==> config.mk <==
export PLATFORM = sky130hd
export DESIGN_NAME = can_rx_fifo
export DESIGN_NICKNAME = d
export VERILOG_FILES = /design/src/rtl/can_rx_fifo_pkg.sv /design/src/rtl/can_frame_ram.sv /design/src/rtl/can_rx_fifo.sv
export VERILOG_INCLUDE_DIRS = /design/src /design/src/rtl
export SDC_FILE = /design/constraint.sdc
export NUM_CORES = 1
export LEC_CHECK = 0
export CAP_MARGIN = 30
export CORE_UTILIZATION = 56
export DETAILED_ROUTE_END_ITERATION = 6
export GPL_ROUTABILITY_DRIVEN = 0
export GPL_TIMING_DRIVEN = 0
export PLACE_DENSITY = 0.86
export REMOVE_ABC_BUFFERS = 1
export SETUP_SLACK_MARGIN = 0.3
export SKIP_LAST_GASP = 1
export SLEW_MARGIN = 20
export SYNTH_ARGS = -nofsm -noshare
export SYNTH_HDL_FRONTEND = slang
export SYNTH_SLANG_ARGS = --single-unit
==> constraint.sdc <==
create_clock -name clk -period 8.7 [get_ports clk]
set_clock_uncertainty 0.2 [all_clocks]
set_input_delay 1.305 -clock clk [delete_from_list [all_inputs] [get_ports clk]]
set_output_delay 1.305 -clock clk [all_outputs]
set_load 0.02 [all_outputs]
==> src/rtl/can_defs.vh <==
// Shared CAN register map, STAT bit positions and receive-entry width.
// Used by the controller, this receive FIFO and the driver headers.
// Plain macros so the file can be pulled into any scope more than once.
`ifndef CAN_DEFS_VH
`define CAN_DEFS_VH

`define CAN_RS_HEADID    3'd0
`define CAN_RS_STAT      3'd1
`define CAN_RS_DATA0     3'd2
`define CAN_RS_DATA1     3'd3
`define CAN_RS_ACODE     3'd4
`define CAN_RS_AMASK     3'd5

`define CAN_STAT_IRQEN_HI 31
`define CAN_STAT_IRQEN_LO 30
`define CAN_STAT_COUNT_HI 19
`define CAN_STAT_COUNT_LO 16
`define CAN_STAT_OVF      10
`define CAN_STAT_FULL     9
`define CAN_STAT_EMPTY    8
`define CAN_STAT_DLC_HI   3
`define CAN_STAT_DLC_LO   0

`define CAN_STRB_POP      8
`define CAN_STRB_CLR_OVF  9
`define CAN_STRB_FLUSH    10

`define CAN_ENTRY_W       99

`endif

==> src/rtl/can_rx_fifo_pkg.sv <==
// Types and constants for the CAN receive FIFO.
// Register indices and STAT layout come from the shared CAN include.
// The entry struct packs ext, rtr, dlc, id and payload into 99 bits.
package can_rx_fifo_pkg;
`include "can_defs.vh"

   localparam logic [2:0] RS_HEADID = `CAN_RS_HEADID;
   localparam logic [2:0] RS_STAT   = `CAN_RS_STAT;
   localparam logic [2:0] RS_DATA0  = `CAN_RS_DATA0;
   localparam logic [2:0] RS_DATA1  = `CAN_RS_DATA1;
   localparam logic [2:0] RS_ACODE  = `CAN_RS_ACODE;
   localparam logic [2:0] RS_AMASK  = `CAN_RS_AMASK;

   localparam int STAT_IRQEN_HI = `CAN_STAT_IRQEN_HI;
   localparam int STAT_IRQEN_LO = `CAN_STAT_IRQEN_LO;
   localparam int STAT_COUNT_HI = `CAN_STAT_COUNT_HI;
   localparam int STAT_COUNT_LO = `CAN_STAT_COUNT_LO;
   localparam int STAT_OVF      = `CAN_STAT_OVF;
   localparam int STAT_FULL     = `CAN_STAT_FULL;
   localparam int STAT_EMPTY    = `CAN_STAT_EMPTY;
   localparam int STAT_DLC_HI   = `CAN_STAT_DLC_HI;
   localparam int STAT_DLC_LO   = `CAN_STAT_DLC_LO;

   localparam int STRB_POP      = `CAN_STRB_POP;
   localparam int STRB_CLR_OVF  = `CAN_STRB_CLR_OVF;
   localparam int STRB_FLUSH    = `CAN_STRB_FLUSH;

   localparam int ENTRY_W       = `CAN_ENTRY_W;

   typedef struct packed {
      logic        ext;
      logic        rtr;
      logic [3:0]  dlc;
      logic [28:0] id;
      logic [63:0] data;
   } entry_t;
endpackage

==> src/rtl/can_frame_ram.sv <==
// Frame storage: DEPTH x 99-bit register array, one write and one read port.
// Latency: write lands on the clock edge, read is combinational.
// Backpressure: none; the caller only writes into free slots.
module can_frame_ram
   import can_rx_fifo_pkg::*;
#(
   parameter int DEPTH = 4,
   parameter int AW    = $clog2(DEPTH)
) (
   input  logic          clk,
   input  logic          we,
   input  logic [AW-1:0] waddr,
   input  entry_t        wdata,
   input  logic [AW-1:0] raddr,
   output entry_t        rdata
);

   entry_t mem [DEPTH];

   // Store a frame in the addressed slot; contents are not reset.
   always_ff @(posedge clk) begin
      if (we) mem[waddr] <= wdata;
   end

   assign rdata = mem[raddr];

endmodule

==> src/rtl/can_rx_fifo.sv <==
// CAN receive buffer: ID acceptance filter in front of a DEPTH-entry frame FIFO.
// Latency: a pushed frame or a pop/flush is visible on the bus one cycle later.
// Backpressure: none to the controller; accepted frames arriving when full are dropped and set ovf.
module can_rx_fifo
   import can_rx_fifo_pkg::*;
#(
   parameter int DEPTH = 4
) (
   input  logic        clk,
   input  logic        reset,
   input  logic        frm_valid,
   input  logic        frm_ext,
   input  logic        frm_rtr,
   input  logic [28:0] frm_id,
   input  logic [3:0]  frm_dlc,
   input  logic [63:0] frm_data,
   input  logic        cs,
   input  logic [2:0]  rs,
   input  logic [3:0]  bytesel,
   input  logic [31:0] d,
   output logic [31:0] q,
   output logic        irq
);

   localparam int AW = $clog2(DEPTH);
   localparam int CW = AW + 1;

   logic [AW-1:0] wr_ptr, rd_ptr;
   logic [CW-1:0] count;
   logic          ovf;
   logic [1:0]    irqen;
   logic          acode_ext, amask_ext;
   logic [28:0]   acode_id, amask_id;

   logic   empty, full, accept;
   logic   stat_wr, pop_req, clr_ovf, flush_req;
   logic   do_pop, do_push, ovf_set;
   entry_t wr_entry, rd_entry, head;
   logic   unused_d;

   assign unused_d  = d[29];

   assign empty     = (count == '0);
   assign full      = (count == CW'(DEPTH));

   // Strobes share the STAT write; bytesel[1] gates them so irqen-only writes are harmless.
   assign stat_wr   = cs & (rs == RS_STAT) & bytesel[1];
   assign pop_req   = stat_wr & d[STRB_POP];
   assign clr_ovf   = stat_wr & d[STRB_CLR_OVF];
   assign flush_req = stat_wr & d[STRB_FLUSH];

   assign accept    = (((frm_id ^ acode_id) & amask_id) == '0) &&
                      (!amask_ext || (frm_ext == acode_ext));

   // A pop in the same cycle frees a slot, so a push into a full FIFO still lands.
   assign do_pop    = pop_req & ~empty;
   assign do_push   = frm_valid & accept & ~flush_req & (~full | do_pop);
   assign ovf_set   = frm_valid & accept & ~flush_req & full & ~do_pop;

   assign wr_entry  = '{ext: frm_ext, rtr: frm_rtr, dlc: frm_dlc, id: frm_id, data: frm_data};

   can_frame_ram #(.DEPTH(DEPTH)) u_ram (
      .clk   (clk),
      .we    (do_push),
      .waddr (wr_ptr),
      .wdata (wr_entry),
      .raddr (rd_ptr),
      .rdata (rd_entry)
   );

   assign head = empty ? '0 : rd_entry;

   // Pointer and occupancy bookkeeping; flush overrides any push or pop.
   always_ff @(posedge clk or posedge reset) begin
      if (reset) begin
         wr_ptr <= '0;
         rd_ptr <= '0;
         count  <= '0;
      end else if (flush_req) begin
         wr_ptr <= '0;
         rd_ptr <= '0;
         count  <= '0;
      end else begin
         if (do_push) wr_ptr <= wr_ptr + AW'(1);
         if (do_pop)  rd_ptr <= rd_ptr + AW'(1);
         count <= count + CW'(do_push) - CW'(do_pop);
      end
   end

   // Sticky overflow: a new overflow beats a simultaneous clear.
   always_ff @(posedge clk or posedge reset) begin
      if (reset)        ovf <= 1'b0;
      else if (ovf_set) ovf <= 1'b1;
      else if (clr_ovf) ovf <= 1'b0;
   end

   // Software-writable interrupt enables and acceptance filter.
   always_ff @(posedge clk or posedge reset) begin
      if (reset) begin
         irqen     <= '0;
         acode_ext <= 1'b0;
         acode_id  <= '0;
         amask_ext <= 1'b0;
         amask_id  <= '0;
      end else if (cs) begin
         if (rs == RS_STAT && bytesel[3]) irqen <= d[31:30];
         if (rs == RS_ACODE && bytesel == 4'hF) begin
            acode_ext <= d[31];
            acode_id  <= d[28:0];
         end
         if (rs == RS_AMASK && bytesel == 4'hF) begin
            amask_ext <= d[31];
            amask_id  <= d[28:0];
         end
      end
   end

   // Combinational read mux; zero whenever the peripheral is not selected.
   always_comb begin
      q = '0;
      if (cs) begin
         case (rs)
            RS_HEADID: q = {head.ext, head.rtr, 1'b0, head.id};
            RS_STAT: begin
               q[STAT_IRQEN_HI:STAT_IRQEN_LO] = irqen;
               q[STAT_COUNT_HI:STAT_COUNT_LO] = 4'(count);
               q[STAT_OVF]                    = ovf;
               q[STAT_FULL]                   = full;
               q[STAT_EMPTY]                  = empty;
               q[STAT_DLC_HI:STAT_DLC_LO]     = head.dlc;
            end
            RS_DATA0:  q = head.data[31:0];
            RS_DATA1:  q = head.data[63:32];
            RS_ACODE:  q = {acode_ext, 2'b00, acode_id};
            RS_AMASK:  q = {amask_ext, 2'b00, amask_id};
            default:   q = '0;
         endcase
      end
   end

   assign irq = (irqen[0] & ~empty) | (irqen[1] & ovf);

endmodule
==> impl_metrics.py, run 1 <==
metrics = {
    "routing": {
        "drt_iter0_drc": 1068,
        "dr.pass1.iters": 6,
        "routed_via_density": 6.25,
        "met3_length_um": 3920,
        "drt-met1-wl_um": 17600,
        "top_layer": "met5",
        "wl_per_cell_um": 26.9,
        "drc": 0,
        "ant_nets": 0,
        "vias": 10300,
        "wl_met2_um": 21900,
        "wirelength_um": 44400,
    },
    "power": {
        "vdd_drop_max_v": 0.000186,
        "power_frac_clock_pct": 31.1,
        "p_leak_uw": 0.00789,
        "p_per_area_mw_per_mm2": 268,
        "p_int_uw": 4580,
        "combPwrFrac_pct": 21.9,
        "p_sw_uw": 1610,
        "p_sw_share_pct": 26.0,
        "seq_power_share_pct": 46.9,
    },
    "clock_tree": {
        "cts_setup_buffers": 0,
        "h-tree-depth": 2,
        "cts-resized-gates": 0,
        "clockBufferDepth": 3,
        "cts_tree": "yes",
        "clock-sinks": 466,
        "cts_buffers": 46,
        "clk_pin_slew_ps": 60,
        "clockRootBuffer": "clkbuf_16",
        "clk-insertion-delay-late_ps": 540,
        "hold_buffers": 0,
    },
    "worst_setup_path": {
        "end_kind": "output pin",
        "required_ps": 7190,
        "crit_fanout": 16,
        "critPathArrivalTime_ps": 4910,
        "critical_path.startpoint": "rs[0]",
        "start_kind": "primary input",
        "r2r-start": "acode_id[22]$_DFFE_PP0P_",
        "worstSetupPathType": "in -> out",
    },
    "synthesis": {
        "ys_top_cells_by_count": "396 x edfxtp_1, 100 x mux4_2, 72 x mux2_2",
        "ys_ff_latch": 466,
        "avgSynthCellArea_um2": 19.5,
        "syn_inst": 954,
        "synth_top_cell_by_area": "edfxtp_1",
        "yosysWarnings": 0,
        "async_reset_ff_share_pct": 15.0,
        "dominantRegCellSynth": "edfxtp_1",
        "synth_area_mm2": 0.0186,
        "yosysMostFrequentCell": "edfxtp_1",
        "synth_top_area_share_pct": 63.8,
        "yosys-top-cells-area": "edfxtp_1 64%, mux4_2 12%, dfrtp_1 9.4%",
        "yosysSeqAreaShare_pct": 73.3,
        "synth_edf_count": 396,
        "ys_types": 40,
    },
    "sta": {
        "period_share_pct": 73.8,
        "drv_slew": 0,
        "finalHoldViolCount": 0,
        "fin_tns_setup_ps": 0,
        "fin_ws_ps": 2280,
        "min_period_ps": 6420,
        "rsz0062_at_grt": "false",
        "fmax_ghz": 0.156,
        "timing.slew.headroom_pct": 37.9,
        "worstMarginPinSlew_ps": 929,
        "setup_violations": 0,
    },
    "placed_design": {
        "placed_cell_area_mm2": 0.0216,
        "port_buffers": 173,
        "hpwl_um": 28800,
        "post-place-ws_ps": 1570,
    },
    "die": {
        "pin_count": 175,
        "coreArea_mm2": 0.0326,
        "die_w_um": 184,
        "num_rows": 66,
        "start_util_pct": 57.1,
        "dieArea_mm2": 0.0340,
        "die_h_um": 184,
    },
    "run_status": {
        "outcome": "completed",
    },
    "global_route": {
        "grt_pass1_wl_um": 66600,
        "antenna_found_initial": 6,
        "grt_use_total_pct": 26.9,
        "grt_max_degree": 45,
        "grt_overflow_total": 0,
        "grt_pass1_vias": 10900,
    },
    "final_layout": {
        "area_growth_syn_to_layout_pct": 24.0,
        "fin_util_pct": 70.8,
        "fillers": 1953,
        "final_cell_area_mm2": 0.0231,
        "nets": 1315,
        "multi_input_area_mm2": 0.00477,
        "seq_area_mm2": 0.0137,
        "drive_gt1_share_pct": 24.3,
    },
    "hold_path": {
        "min_from": "amask_id[15]$_DFFE_PP0P_",
        "hp-class": "reg -> reg",
    },
    "run": {
        "maxCapViolations": 0,
    },
}
## registers in the layout, summed over array words and instances, names as in the netlist
signal	cells
amask_id	29
rd_ptr	2
irqen	2
acode_id	29
ovf	1
u_ram.mem	396
amask_ext	1
count	3
acode_ext	1
wr_ptr	2
## power by group through the flow
| stage | Clock, µW | Sequential (µW) | Combinational, µW |
|---|---|---|---|
| floorplan | 0 | 3020 | 789 |
| global placement | 0 | 3140 | 1150 |
| detailed placement | 0 | 2950 | 1360 |
| CTS | 1950 | 2910 | 1370 |
| global route | 2040 | 2930 | 1440 |
| finish | 1930 | 2910 | 1360 |
## worst max-delay path, cell delays in order
cell	delay, ps
clkdlybuf4s50_1	650
inv_1	460
nor2_1	650
and3_2	560
buf_16	220
a222oi_1	100
a31oi_1	270
clkdlybuf4s50_1	670
## per-layer routing
metal,up-vias,track usage [%]
met3,81,5.91
li1,4356,-
met2,518,43.7
met4,6,7.70
met1,5343,37.0
met5,-,0
## layout by cell type (no fill, tap or decap), types with 4 or more instances in the layout
cell type        instances
o21ai_0                  5
mux2i_1                  4
nand2_1                 57
ha_1                     6
buf_12                  11
a22oi_1                 21
buf_4                    5
clkbuf_1                16
nand3_1                  9
edfxtp_1               396
nor2_4                   6
mux2_2                  72
clkbuf_16               47
inv_1                   10
clkinv_2                 7
nor3_1                   4
a222oi_1                24
nand4_1                  4
nor2_1                  19
buf_16                  22
a21oi_1                 17
bufinv_16                4
mux4_2                 100
dfrtp_1                 68
a221oi_1                 4
clkinv_1                 6
xor2_1                  32
a31oi_1                 16
clkdlybuf4s50_1        172
diode_2                  4
## metrics by stage
| step | total power (µW) | hold slack [ps] | std cells |
|---|---|---|---|
| floorplan | 3810 | 268 | 905 |
| global placement | 4290 | 312 | 1520 |
| detailed placement | 4310 | 328 | 1558 |
| CTS | 6230 | 343 | 1643 |
| global route | 6410 | 353 | 1647 |
| finish | 6190 | 344 | 1649 |
## cells by family after synthesis
| family | count (synthesis) | synth area share [%] |
|---|---|---|
| mux | 176 | 16.7 |
| compound gates | 94 | 3.76 |
| fa+ha+maj | 7 | 0.511 |
| xor+xnor | 34 | 1.60 |
| buf+inv | 60 | 1.46 |
| simple gates | 117 | 2.77 |
| flops | 466 | 73.3 |
## area by class of cell
type	instances	area share, %
inverter	11	0.190
timing repair buffer	213	11.3
antenna	4	0.0433
clock buffer	64	5.41
sequential	466	59.1
multi-input combinational	428	20.6
tap	442	2.39
clock inverter	21	0.910
## worst paths after layout
kind / to / slack, ps / cells past startpoint
max: q[19] / 2280 / 8
min: amask_id[15]$_DFFE_PP0P_ / 340 / 1
max reg2reg: count[2]$_DFF_PP0_ / 4610 / 13
min reg2reg: amask_id[15]$_DFFE_PP0P_ / 340 / 1
max in group asynchronous: rd_ptr[0]$_DFFE_PP0P_ / 6760 / 3
min in group asynchronous: amask_id[21]$_DFFE_PP0P_ / 910 / 2
Power figures use the tool's default switching activity.
==> run 2: changes to the inputs <==
==> constraint.sdc (replaced) <==
create_clock -name clk -period 6 [get_ports clk]
set_clock_uncertainty 0.2 [all_clocks]
set_input_delay 0.9 -clock clk [delete_from_list [all_inputs] [get_ports clk]]
set_output_delay 0.9 -clock clk [all_outputs]
set_load 0.02 [all_outputs]
==> impl_metrics.py, run 2 (synthesis gave the netlist of run 1 again) <==
metrics = {
    "power": {
        "p_leak_uw": 0.00788,
        "vdd_drop_max_v": 0.000270,
        "p_total_uw": 8970,
        "p_per_area_mw_per_mm2": 389,
    },
    "sta": {
        "whs_ps": 343,
        "worstMarginPinSlew_ps": 931,
        "timing.slew.headroom_pct": 37.8,
        "drv_slew": 0,
        "fin_ws_ps": 535,
        "setup_violations": 0,
        "period_share_pct": 91.1,
        "fmax_ghz": 0.183,
        "finalHoldViolCount": 0,
        "rsz0062_at_grt": "false",
        "min_period_ps": 5470,
    },
    "worst_setup_path": {
        "path_cells": "clkdlybuf4s50_1 -> nand2_1 -> nand2_1 -> or2_2 -> a31oi_1 -> clkdlybuf4s50_1",
        "end_kind": "output pin",
        "worstSetupPathType": "in -> out",
        "slowest_delay_ps": 820,
        "crit_fanout": 19,
        "critPathArrivalTime_ps": 4370,
        "crit_slowest_cell": "or2_2",
        "critical_path.top_delay_family": "simple AND/OR/NAND/NOR gates",
        "required_ps": 4900,
        "start_kind": "primary input",
        "path_buf_inv": 2,
    },
    "placed_design": {
        "post-place-ws_ps": -324,
        "port_buffers": 173,
        "placed_cells": 1558,
        "hpwl_um": 28800,
    },
    "routing": {
        "dr.pass1.iters": 6,
        "ant_nets": 0,
        "wirelength_um": 44500,
        "drc": 0,
        "wl_per_cell_um": 27.0,
        "routed_via_density": 6.26,
        "vias": 10300,
        "drt_iter0_drc": 1077,
    },
    "final_layout": {
        "largest_reg_flops": 396,
        "area_growth_syn_to_layout_pct": 23.9,
        "final_cell_count_no_fill": 1648,
        "final_common_cell": "edfxtp_1",
        "largest-register": "u_ram.mem",
        "drive_gt1_share_pct": 24.4,
        "reg_top3": "u_ram.mem: 396 flops, acode_id: 29 flops, amask_id: 29 flops",
        "fin_util_pct": 70.8,
        "final_cell_mix": "396 x edfxtp_1, 171 x clkdlybuf4s50_1, 100 x mux4_2",
        "nets": 1314,
    },
    "global_route": {
        "grt_pass1_wl_um": 66600,
        "grt_overflow_total": 0,
        "antenna_found_initial": 6,
        "grt_max_degree": 45,
        "grt_use_total_pct": 27.0,
        "grt_pass1_vias": 10900,
    },
    "clock_tree": {
        "clockBufferDepth": 3,
        "clk-insertion-delay-late_ps": 540,
        "clock-sinks": 466,
        "cts_tree": "yes",
        "hold_buffers": 0,
        "clk_pin_slew_ps": 60,
        "clockRootBuffer": "clkbuf_16",
        "cts_buffers": 46,
        "cts_setup_buffers": 0,
        "h-tree-depth": 2,
    },
    "die": {
        "coreArea_mm2": 0.0326,
        "die_h_um": 184,
        "pin_count": 175,
        "dieArea_mm2": 0.0340,
        "num_rows": 66,
        "die_w_um": 184,
        "start_util_pct": 57.1,
    },
    "run_status": {
        "outcome": "completed",
    },
    "hold_path": {
        "hp-class": "reg -> reg",
    },
    "run": {
        "maxCapViolations": 0,
    },
}
run 2: cell count changes in the layout (fill, tap and decap cells not counted), sizes merged:
cell / change
clkdlybuf4s50: -1
buf: -1
clkdlybuf4s15: +1
run 2: layout make-up:
class,count,area [µm²]
clock buffer,64,1250
sequential,466,13700
tap,442,553
inverter,11,43.8
multi-input combinational,428,4770
clock inverter,21,210
timing repair buffer,212,2600
fill,1956,9530
antenna,4,10.0
run 2: stage by stage:
step / instance area, µm² / TNS [ps]
finish: 23100 / 0
global route: 23100 / 0
CTS: 23100 / 0
detailed placement: 21600 / -5280
global placement: 20700 / -2676400
floorplan: 18400 / -435690
run 2: timing repair:
item                                    4_1_cts  5_1_grt
endpoints found under the hold margin         0        0
endpoints found under the setup margin       30        2
pin swaps                                     0        0
gates resized for setup                       3        1
gates cloned                                  0        0
run 2: final timing paths:
check,startpoint,end,slack [ps],depth (start not counted)
min in group asynchronous,reset,amask_id[21]$_DFFE_PP0P_,500,2
max in group asynchronous,reset,rd_ptr[0]$_DFFE_PP0P_,4480,3
worst max register to register,acode_id[22]$_DFFE_PP0P_,count[2]$_DFF_PP0_,1910,13
worst max-delay path,rs[2],q[12],530,6
worst min-delay path,amask_id[15]$_DFFE_PP0P_,amask_id[15]$_DFFE_PP0P_,340,1
worst min register to register,amask_id[15]$_DFFE_PP0P_,amask_id[15]$_DFFE_PP0P_,340,1
run 2: layer usage:
layer  track usage [%]  wire, µm  up-vias  part of all wire, %
met5                 0        37        -                0.083
met4              7.57       812        6                  1.8
met3              5.97      4180       74                  9.4
met2              43.7     22100      534                   50
met1              37.1     17400     5347                   39
li1                  -         -     4355                    -
run 2: report_power, final:
| group | leakage [µW] | switching, µW | internal [µW] | total (µW) |
|---|---|---|---|---|
| Clock | 0.000708 | 1160 | 1630 | 2790 |
| Sequential | 0.00453 | 216 | 4000 | 4210 |
| Combinational | 0.00264 | 950 | 1020 | 1970 |
==> edit 1: new RTL, config.mk and constraints of run 1 <==
Put a register stage on the output `irq`, with the module's reset. The value now appears one clock later. The other outputs are not delayed to match.
--- a/src/rtl/can_rx_fifo.sv
+++ b/src/rtl/can_rx_fifo.sv
@@ -139,5 +139,11 @@
    end
 
-   assign irq = (irqen[0] & ~empty) | (irqen[1] & ovf);
+   always_ff @(posedge clk or posedge reset) begin
+      if (reset) begin
+         irq <= '0;
+      end else begin
+         irq <= (irqen[0] & ~empty) | (irqen[1] & ovf);
+      end
+   end
 
 endmodule
Function: changed (a bounded check fails within 4 cycles, from zero or initial values and one cycle with reset high).
==> edit 1 against run 1 <==
- final area rose by 0.35%
- power is 1.3% higher
- cell count did not move
- clock power is 5% higher
- synthesized area up 0.13%
- via count fell by 1.5%
- core utilization rose by 0.25 points
- setup slack got worse by 0.37 ns
- hold slack lost 0.0079 ns
- routed wire length shrank 1.9%
- sequential cell count increased by 1
- largest cell class unchanged
- largest power group unchanged
==> edit 1: results (changes against run 1) <==
| Metric | Value |
|---|---|
| Vias | 10200 (-1.5%) |
| Gr ovfl total | 0 (unchanged) |
| Setup TNS | 0 ns (unchanged) |
| TritonCTS Buffers | 47 (+2.2%) |
| WL/cell | 26.4 µm (-1.9%) |
| HP Class | flop to flop |
| Fin cells | 1649 (unchanged) |
| Dpl cell area | 0.0216 mm² (-0.14%) |
| Seq/Total Area, Yosys | 73.3% (about the same) |
| Hold EP | ovf |
| H-tree Lvls | 2 (unchanged) |
| Largest net degree at the start of global routing | 50 (+11%) |
| Worst-Margin Slew | 0.914 ns (-0.0151 ns) |
| Critical path launch point | rs[0] |
| Skew-Pair Late Insertion Delay | 0.54 ns (about the same) |
| Clk buf depth | 3 (unchanged) |
| Cell-internal power | 4.67 mW (+1.9%) |
| Largest regs | u_ram.mem: 396 flops, acode_id: 29 flops, amask_id: 29 flops |
| Post-synth top area share | 63.8% (-0.086 points) |
| HPWL after DPL | 28600 µm (-0.89%) |
| Global-route usage over all layers | 26.5% (-0.45 points) |
| IR drop worst, VDD | 0.191 mV (+2.6%) |
| Leak | 7.94 nW (+0.72%) |
| Initial antenna violation count | 5 (-1) |
| Met1 wire length | 17300 µm (-1.6%) |
| CP Max Fanout | 24 (+8) |
| Reg2reg setup slack | 4.59 ns (-0.02 ns) |
| Share of flip-flops with an asynchronous set or reset | 15.2% (+0.18 points) |
| First-pass GRT wire length | 65300 µm (-2.0%) |
| DRT Pass-1 Iters | 7 (+1) |
| Root Driver | clkbuf_16 |
| Reg2reg start | acode_id[22] |
| Hold path start | ovf |
| Top layer in use | met5 |
| Hold path depth | 2 (+1) |
| Metal2 WL | 21300 µm (-2.7%) |
| Clock-pin slew on the worst setup and hold paths | 0.06 ns (about the same) |
| Post-CTS sizing | 0 (unchanged) |
| Worst r2r dst | count[2] |
| Met3 WL | 3800 µm (-3.2%) |
| Outcome | completed |
| PortBufs | 173 (unchanged) |
| Initial DRC Count | 1074 (+0.56%) |
| Ranking of synthesized cells by area | edfxtp_1 (64%), mux4_2 (12%), dfrtp_1 (9.5%), mux2_2 (4.3%), xor2_1 (1.5%) |
| Fillers | 1955 (+0.10%) |
| Vias in the first global route | 10800 (-1.3%) |
| Avg Inst Size Synth | 19.5 µm² (about the same) |
| Yosys warns | 0 (unchanged) |
| Yosys cell types | 40 (unchanged) |
| Share of layout cells above drive strength 1 | 25.1% (+0.81 points) |
| Post-CTS Setup Inserts | 0 (unchanged) |
| Top post-synthesis cells by count | edfxtp_1 (396), mux4_2 (100), mux2_2 (72), dfrtp_1 (71), nand2_1 (59) |
| Arr. time, crit path | 5.28 ns (+0.37 ns) |
| EDFF count, synth | 396 (unchanged) |
| Final #Nets | 1315 (unchanged) |
| Worst-case reg-to-reg path depth | 13 (unchanged) |
==> edit 1: cell types whose count changed in the layout (fill, tap and decap cells not counted), moves of 2 or more <==
cell,run 1,this run
clkbuf_1,16,7
clkbuf_8,1,8
buf_2,2,4
buf_4,5,2
clkbuf_16,47,49
buf_16,22,19
clkinv_2,7,10
==> edit 1: cells by family after synthesis <==
group	count (synthesis)	share of synthesized area [%]
flip-flops	467	73.3
multiplexers	176	16.6
adder cells (fa/ha/maj)	7	0.510
AND/OR/NAND/NOR	117	2.76
XOR/XNOR	34	1.60
buffers and inverters	60	1.46
AO/OA/AOI/OAI	94	3.75
==> edit 1: worst max path at each step <==
stage / cells after the start / slack, ns / endpoint
after floorplan: 6 / 1.21 / u_ram.mem[0][0]
after global placement: 7 / -3.90 / u_ram.mem[1][47]
after detailed placement: 7 / 1.43 / q[12]
after CTS: 7 / 1.39 / q[12]
after global routing: 8 / 1.82 / q[12]
final: 8 / 1.91 / q[25]
==> edit 1: final cells by class <==
class	instances	share of cell area, %
Clock inverter	23	0.950
Timing Repair Buffer	211	11.0
Tap cell	442	2.39
Multi-Input combinational cell	428	20.6
Sequential cell	467	59.0
Inverter	11	0.189
Antenna cell	3	0.0324
Clock buffer	64	5.88
==> edit 1: critical path, stage by stage <==
cell             delay, ns
clkdlybuf4s50_1       0.72
buf_8                 0.23
inv_1                 0.34
nor2_1                0.62
and3_2                0.80
a222oi_1              0.24
a31oi_1               0.34
clkdlybuf4s50_1       0.66
==> edit 1: through the flow <==
step	setup WS (ns)	utilization [%]	hold slack [ns]
finish	1.91	71.1	0.336
global placement	-3.90	63.5	0.313
global route	1.82	71.0	0.362
detailed placement	1.43	66.1	0.324
CTS	1.39	71.0	0.337
floorplan	1.21	-	0.268
==> edit 1: power groups by stage <==
stage	Clock [mW]	Combinational [mW]	Sequential, mW
2_1_floorplan	0	0.786	3.03
3_3_place_gp	0	1.14	3.15
3_5_place_dp	0	1.33	2.96
4_1_cts	2.05	1.34	2.92
5_1_grt	2.14	1.41	2.95
6_report	2.03	1.32	2.92
==> edit 1: layer usage <==
layer,vias up,GRT usage (%)
li1,4348,-
met1,5228,36.2
met2,482,42.6
met3,92,6.18
met4,4,8.13
met5,-,0
==> edit 2: new RTL, config.mk and constraints of run 1 <==
Without the edit above. `DEPTH` is set to 4 in 2 places; all go to 8.
--- a/src/rtl/can_frame_ram.sv
+++ b/src/rtl/can_frame_ram.sv
@@ -5,5 +5,5 @@
    import can_rx_fifo_pkg::*;
 #(
-   parameter int DEPTH = 4,
+   parameter int DEPTH = 8,
    parameter int AW    = $clog2(DEPTH)
 ) (
--- a/src/rtl/can_rx_fifo.sv
+++ b/src/rtl/can_rx_fifo.sv
@@ -5,5 +5,5 @@
    import can_rx_fifo_pkg::*;
 #(
-   parameter int DEPTH = 4
+   parameter int DEPTH = 8
 ) (
    input  logic        clk,
Check against the original RTL: not settled (the Yosys comparison gave no result); the edit may change what the design does.
==> edit 2 against run 1 <==
- die area is 83% higher
- synthesized area increased by 84%
- final area rose by 77%
- critical path type unchanged
- power up 78%
- highest routed layer unchanged
- critical endpoint is now q[1]
- count of clock-buffer cells in the layout grew 35
- routed wire length grew 90%
- setup slack got worse by 0.27 ns
- critical path depth is 1 lower
- register-to-register slack got worse by 0.64 ns
- fmax down 4.0%
- hold slack worse by 0.0071 ns
- sequential cell count increased by 399
==> edit 2: results (changes against run 1) <==
| Metric | Value |
|---|---|
| Outcome | completed |
| HPWL after DPL | 55200 µm (+91%) |
| Seq/Total Area, Yosys | 74.7% (+1.4 points) |
| Skew-Pair Late Insertion Delay | 0.63 ns (+0.09 ns) |
| Placed insts | 2658 (+71%) |
| Vias per Instance | 6.48 (+3.8%) |
| Vias in the first global route | 19200 (+77%) |
| Top post-synthesis cells by count | edfxtp_1 (792), mux4_2 (191), mux2i_1 (109), mux2_2 (91), dfrtp_1 (73) |
| Share of flip-flops with an asynchronous set or reset | 8.44% (-6.6 points) |
| Dpl cell area | 0.0382 mm² (+77%) |
| Compound-cell area share of the yosys netlist | 2.50% (-1.3 points) |
| Adder-Cell Fraction of Synth Area | 0.350% (-0.16 points) |
| Net Sw Frac | 26.0% (about the same) |
| IR drop worst, VDD | 0.193 mV (+3.7%) |
| PnR Total Power | 11.0 mW (+78%) |
| Worst-case reg-to-reg path depth | 11 (-2) |
| Ranking of synthesized cells by area | edfxtp_1 (69%), mux4_2 (13%), dfrtp_1 (5.3%), mux2i_1 (3.2%), mux2_2 (3.0%) |
| CP max stage cell | nor2b_1 |
| Largest regs | u_ram.mem: 792 flops, acode_id: 29 flops, amask_id: 29 flops |
| Global-route usage over all layers | 27.5% (+0.52 points) |
| Max stage delay on crit path | 0.86 ns (+0.19 ns) |
| Met1 wire length | 30000 µm (+71%) |
| Clk pwr share | 32.1% (+1.0 points) |
| Leak | 13.6 nW (+72%) |
| Initial antenna violation count | 13 (+7) |
| Fillers | 3561 (+82%) |
| Xor-xnor portion of the synthesized cell area | 0.868% (-0.73 points) |
| Met1 Use GR | 35.4% (-1.6 points) |
| Critical path launch point | rs[2] |
| Initial DRC Count | 2200 (+110%) |
| First-pass GRT wire length | 124000 µm (+86%) |
| Reg2reg start | acode_id[11] |
| Metal2 WL | 42400 µm (+93%) |
| Hold EP | amask_id[28] |
| EDFF count, synth | 792 (+100%) |
| TritonCTS Buffers | 81 (+76%) |
| Yosys cell types | 48 (+20%) |
## edit 2: changes by cell type after synthesis, moves of 5 or more
cell | run 1 | this run
mux4_2 | 100 | 191
buf_6 | 1 | 10
nand2_1 | 59 | 19
nand3_1 | 9 | 4
mux2i_1 | 4 | 109
buf_2 | 13 | 49
a21oi_1 | 17 | 28
mux2_2 | 72 | 91
a31oi_1 | 16 | 3
clkbuf_1 | 26 | 15
and2_1 | 1 | 7
edfxtp_1 | 396 | 792
o22ai_1 | 0 | 62
a222oi_1 | 24 | 0
## edit 2: cell type report
cell class | count | area, µm² | share of cell area, %
Antenna cell | 9 | 22.5 | 0.0552
Inverter | 10 | 40.0 | 0.0981
Tap cell | 782 | 978 | 2.40
Multi-Input combinational cell | 653 | 8230 | 20.1
Sequential cell | 865 | 25600 | 62.8
Clock inverter | 47 | 464 | 1.14
Clock buffer | 99 | 2170 | 5.31
Timing Repair Buffer | 348 | 3310 | 8.11
